[config.mk]
export PLATFORM = sky130hd
export DESIGN_NAME = pedal_sensor_cond
export DESIGN_NICKNAME = d
export VERILOG_FILES = /design/src/rtl/pedal_sensor_cond.sv
export SDC_FILE = /design/constraint.sdc
export NUM_CORES = 1
export LEC_CHECK = 0
export CAP_MARGIN = 25
export CORE_MARGIN = 2
export CORE_UTILIZATION = 57
export DETAILED_ROUTE_END_ITERATION = 10
export HOLD_SLACK_MARGIN = 0.15
export PLACE_DENSITY_LB_ADDON = 0.12
export SYNTH_ARGS = -nofsm -noshare
export SYNTH_HDL_FRONTEND = slang
export SYNTH_SLANG_ARGS = --single-unit
[constraint.sdc]
create_clock -name clk -period 3.92 [get_ports clk]
set_input_delay 0.784 -clock clk [delete_from_list [all_inputs] [get_ports clk]]
set_output_delay 0.784 -clock clk [all_outputs]
set_load 0.005 [all_outputs]
[src/rtl/pedal_sensor_cond.sv]
// -----------------------------------------------------------------------------
// pedal_sensor_cond
//
// Conditions the crank-sensor inputs for the desired-drive computation.
// The asynchronous cadence pulse is synchronized, and its rising edges are
// counted over a fixed window. The result is reported as a saturated 5-bit
// cadence. A torque sample is taken on every cadence edge and folded into an
// exponential running average.
//
// Parameters
//   WIN_CYC    cadence window length in clock cycles (>= 4)
//   AVG_SHIFT  average weight: each new sample counts 1/2^AVG_SHIFT (1..8)
//   NP_THRESH  not_pedaling asserts while cadence < NP_THRESH
//
// Ports
//   clk           in   1   system clock
//   rst           in   1   synchronous, active-high reset
//   cadence_raw   in   1   asynchronous crank sensor pulse
//   torque        in  12   unsigned torque reading, stable at its source
//   avg_torque    out 12   running torque average
//   cadence       out  5   edges in the last completed window, saturated at 31
//   not_pedaling  out  1   high while cadence < NP_THRESH
//   valid         out  1   one-cycle pulse when cadence/not_pedaling update
// -----------------------------------------------------------------------------
module pedal_sensor_cond #(
   parameter int unsigned WIN_CYC   = 4096,
   parameter int unsigned AVG_SHIFT = 4,
   parameter int unsigned NP_THRESH = 2
) (
   input  logic        clk,
   input  logic        rst,
   input  logic        cadence_raw,
   input  logic [11:0] torque,
   output logic [11:0] avg_torque,
   output logic [4:0]  cadence,
   output logic        not_pedaling,
   output logic        valid
);

   localparam int unsigned     WIN_W    = (WIN_CYC > 1) ? $clog2(WIN_CYC) : 1;
   localparam int unsigned     ACC_W    = 12 + AVG_SHIFT;
   localparam logic [WIN_W-1:0] WIN_LAST = WIN_W'(WIN_CYC - 1);
   localparam logic [5:0]      EDGE_SAT = 6'd32;

   // Synchronizer and edge detect
   logic s1;
   logic s2;
   logic s3;
   logic rise;

   // Window and edge counting
   logic [WIN_W-1:0] win_cnt;
   logic             close;
   logic [5:0]       edge_cnt;
   logic [4:0]       edge_clamped;

   // Torque average
   logic [ACC_W-1:0] acc;
   logic [ACC_W-1:0] acc_next;

   // NOTE: s1/s2 form the two-flop synchronizer for the asynchronous pin. s3
   // only delays s2 for edge detection. Nothing but s1 may sample cadence_raw.
   // NOTE: every register uses non-blocking assignments, so all flops sample
   // the pre-edge values and the s1->s2->s3 shift behaves as a true pipeline.
   always_ff @(posedge clk) begin
      if (rst) begin
         s1 <= 1'b0;
         s2 <= 1'b0;
         s3 <= 1'b0;
      end else begin
         s1 <= cadence_raw;
         s2 <= s1;
         s3 <= s2;
      end
   end

   assign rise = s2 & ~s3;

   // Free-running window counter. It restarts from 0 out of reset, so a
   // reset mid-window begins a fresh full-length window.
   assign close = (win_cnt == WIN_LAST);

   always_ff @(posedge clk) begin
      if (rst) begin
         win_cnt <= '0;
      end else if (close) begin
         win_cnt <= '0;
      end else begin
         win_cnt <= win_cnt + 1'b1;
      end
   end

   // edge_cnt saturates at 32, one past the reportable maximum. This keeps the
   // clamp to 31 correct however many edges arrive in a window.
   assign edge_clamped = (edge_cnt > 6'd31) ? 5'd31 : edge_cnt[4:0];

   always_ff @(posedge clk) begin
      if (rst) begin
         edge_cnt     <= '0;
         cadence      <= '0;
         not_pedaling <= 1'b1;
         valid        <= 1'b0;
      end else begin
         valid <= close;
         if (close) begin
            cadence      <= edge_clamped;
            not_pedaling <= (32'(edge_clamped) < NP_THRESH);
            // An edge in the closing cycle is not in this window's report.
            // It becomes the first edge of the next window.
            edge_cnt     <= rise ? 6'd1 : 6'd0;
         end else if (rise && (edge_cnt != EDGE_SAT)) begin
            edge_cnt <= edge_cnt + 6'd1;
         end
      end
   end

   // Exponential average: acc converges to torque << AVG_SHIFT, so acc can
   // never exceed 4095 << AVG_SHIFT and the update cannot overflow.
   assign acc_next = acc - (acc >> AVG_SHIFT) + ACC_W'(torque);

   always_ff @(posedge clk) begin
      if (rst) begin
         acc <= '0;
      end else if (rise) begin
         acc <= acc_next;
      end
   end

   assign avg_torque = acc[AVG_SHIFT +: 12];

endmodule

[After elaboration in Yosys (flattened, before gate mapping)]
Index checks and enable logic that the tools add are counted.
Word-level totals
  flip-flop bits (word level): 44
  word-level logic and storage cells: 26
  output and inout port bits: 19
Cells by class
  bitwise logic cells: 2
  reduce and logical (&&, ||, !) cells: 3
  $lt $le $gt $ge: 2
  muxes and demuxes: 4
  equal/unequal tests: 2
  $add $sub $neg: 4
Operators with widths (number)
  16-bit by 12-bit adder with 16-bit output: 1
  16-bit by 12-bit subtractor with 16-bit output: 1
  12-bit by 1-bit adder with 12-bit output, second input constant: 1
  12-bit == test, second input constant: 1
  6-bit 2-to-1 mux: 2
  6-bit by 1-bit adder with 6-bit output, second input constant: 1
  6-bit by 5-bit greater-than comparator with 1-bit output, second input constant: 1
  6-bit != test, second input constant: 1
  5-bit by 2-bit less-than comparator with 1-bit output, second input constant: 1
  5-bit 2-to-1 mux: 1
  2-bit nonzero test: 1
  2-bit OR reduction: 1
  1-bit bitwise AND: 1
  1-bit logical AND: 1
  1-bit 2-to-1 mux: 1
  1-bit inverter: 1

[Logic depth before layout (Yosys ltp)]
  word-level depth: 5
  depth in mapped cells: 11
  gate-level depth less buffers: 11

[Least setup slack after synthesis]
OpenSTA, ideal clock, no wires.
  kind: input -> register
  from: input port torque[2]
  to: register acc[15]
  arrival: 3060 ps
  path slack: 739 ps
  stages: 10
  buffers on the path: 0
  cells stage by stage: inv_1 fa_1 inv_1 ha_1 o211ai_2 o21a_4 a211o_2 a21oi_1 mux2i_1 mux2_2
Between the ends
  cells in the longest elaborated chain, start to end: 1
RTL lines
  start, declared: line 33  | input logic [11:0] torque,
  16-bit by 12-bit adder with 16-bit output: line 119  | assign acc_next = acc - (acc >> AVG_SHIFT) + ACC_W'(torque);
  end signal, assigned: line 125  | acc <= acc_next;
  end, declared: line 58  | logic [ACC_W-1:0] acc;
No other way between the ends.
A chain may end at the register's enable or synchronous reset.

[Worst setup path in the final report]
Ends and elaborated chain as after synthesis.

==> reports/metrics.yaml <==
global_route:
  grt_pass1_wl_mm: 9.929
  grt_max_degree: 22
  grt_usage: 0.2065
  antenna_found_initial: 0
  grt_overflow: 0
  grt_pass1_vias: 2178
sta:
  hold_violations: 0
  fin_crit_sh: 0.8773
  fmax_ghz: 0.2908
  finalSetupTns_ps: 0
  relSlewSlack: 0.6270
  finalCriticalPeriod_ps: 3439
  rsz0062_at_grt: "no"
  setup_violations: 0
  clock-skew-final_ps: 7.995
  tightest_slew_ps: 545.4
  maxSlewViolCount: 0
clock_network:
  post_cts_buffers: 0
  clockBufferDepth: 2
  cts_sinks: 44
  cts_tree: "yes"
  cts-buffers-inserted: 5
  htreeDepth: 2
  clock_latency_ps: 300
  hold_buffers: 0
  clk_pin_slew_ps: 90
  postCtsResizedCells: 0
  clockRootBuffer: "clkbuf_8"
flow_run:
  maxCapViolCount: 0
detailed_routing:
  via_per_inst: 5.158
  drt_pass1_iterations: 4
  drc_errors: 0
  vias: 2321
  wl_per_cell_microns: 12.24
  wirelength_mm: 5.506
  drtIter0Drc: 66
  ant_nets: 0
yosys:
  ys.flop_type: "dfxtp_1"
  synth-seq-cells: 44
  synth-edff-count: 0
  synthArstFlopShare: 0
  synth_cells: 360
  synth.top_cells.by_area: "dfxtp_1 30%, fa_1 8.1%, ha_1 8.0%, inv_1 7.6%, nor2_1 4.4%"
  synth_top_family_by_area: "simple AND/OR/NAND/NOR gates"
  synthSimpleGateAreaFrac: 0.1864
  synthAdderAreaFrac: 0.1608
  synth-seq-area-share: 0.2963
  synthMuxAreaShare: 0.01389
  synth.largest_area_cell: "dfxtp_1"
  yosysWarnings: 0
  yosys.area.top_type_share: 0.2963
  syn-num-nets: 406
  synth-compound-area-share: 0.1511
  synthXorXnorAreaFrac: 0.05892
  synth.avg_cell_area_sq_um: 8.258
  syn_area_sq_um: 2973
  synth_cell_types: 50
critical_path:
  worstSetupStartpointType: "primary input"
  path_max_fanout: 5
  path_class: "in2reg"
  cp.required_ps: 4120
  endpoint_kind: "register"
  worstPathArrival_ps: 3640
cells_and_area:
  final_common_cell: "inv_1"
  nets: 425
  n_fill_cell: 447
  diodes: 0
  drive_above_1_share: 0.05789
  area_delta_synth_final_pct: 12.96
  layout_common_cells: "60 x inv_1, 44 x dfxtp_1, 35 x nor2_1, 33 x clkdlybuf4s50_1, 28 x nand2_1"
  fin_area_sq_um: 3358
die:
  die-area_sq_um: 5809
  initial_utilization: 0.5858
  die_w_microns: 76.22
  num_rows: 26
  fp.dieH_microns: 76.22
  ioPinCount: 34
  coreArea_sq_um: 5075
place:
  gp_congestion: 0.8666
  io_buffer_count: 33
  dp_hpwl_mm: 4.152
  dpl_cell_area_sq_um: 3237
power:
  p_leak_uw: 0.001442
  vdd_drop_max_mv: 0.1877
  p_per_area_nw_per_um2: 409.4
hold_path:
  min_path_type: "reg2reg"
outcome:
  status: "finished clean"
## path summary, 6_finish.rpt
path	start	to	slack, ps	cells after the start
hold reg to reg	s1	s2	440	1
hold / removal	s1	s2	440	1
setup reg to reg	acc[5]	acc[15]	1070	10
setup / recovery	torque[2]	acc[15]	480	11
## Yosys cell counts (all sizes together) (7+ instances only)
library cell	count
a21oi	24
and3	9
buf	14
clkbuf	9
dfxtp	44
fa	12
ha	19
inv	60
nand2	28
nand3	11
nor2	35
nor3	14
o21ai	7
xnor2	10
xor2	10
## through the flow
step | total power, uW | setup slack [ps] | std cells | utilization | hold WS (ps)
2_1_floorplan | 912.0 | 739.3 | 360 | - | 413.8
3_3_place_gp | 1005 | 196.3 | 442 | 0.6378 | 417.9
3_5_place_dp | 1013 | 156.6 | 442 | 0.6378 | 420.4
4_1_cts | 1387 | 487.5 | 450 | 0.6617 | 442.1
5_1_grt | 1474 | 359.7 | 450 | 0.6617 | 462.4
6_report | 1375 | 480.8 | 450 | 0.6617 | 440.8
## worst max-delay path, stage by stage
cell and delay [ps]:
clkdlybuf4s50_1 470, inv_1 60, fa_1 530, inv_1 40, ha_1 360, o211ai_2 100, o21a_4 230, a211o_2 350
a21oi_1 160, mux2i_1 220, mux2_2 340
## registers in the layout (all words and copies together), names as in the netlist
| register | count |
|---|---|
| win_cnt | 12 |
| s3 | 1 |
| valid | 1 |
| s1 | 1 |
| s2 | 1 |
| cadence | 5 |
| not_pedaling | 1 |
| acc | 16 |
| edge_cnt | 6 |
## where the power goes
part / total (uW) / leakage, uW / internal [uW] / switching, uW
Combinational: 520 / 0.00102 / 237 / 283
Clock: 369 / 0.0000614 / 208 / 161
Sequential: 486 / 0.000357 / 466 / 20.2
## final cells by class
type,instances,area (sq um),share of cell area
multi-input cells,233,1698,0.5056
flip-flops and latches,44,880.8,0.2623
repair buffers,35,345.3,0.1028
inverters,60,225.2,0.06706
well taps,70,87.58,0.02608
clock buffers,6,82.58,0.02459
clock inverters,2,38.79,0.01155
## cell families after synthesis
| family | count (synthesis) |
|---|---|
| mux | 4 |
| compound gates | 62 |
| flops | 44 |
| fa+ha+maj | 31 |
| xor+xnor | 20 |
| simple gates | 116 |
| buf+inv | 83 |
## metal layers
metal,GRT usage,part of all wire,up-vias
li1,-,-,1207
met1,0.2834,0.51,1066
met2,0.3248,0.44,36
met3,0.03555,0.027,12
met4,0.08182,0.023,0
met5,0,0,-
(Power assumes the default switching activity.)
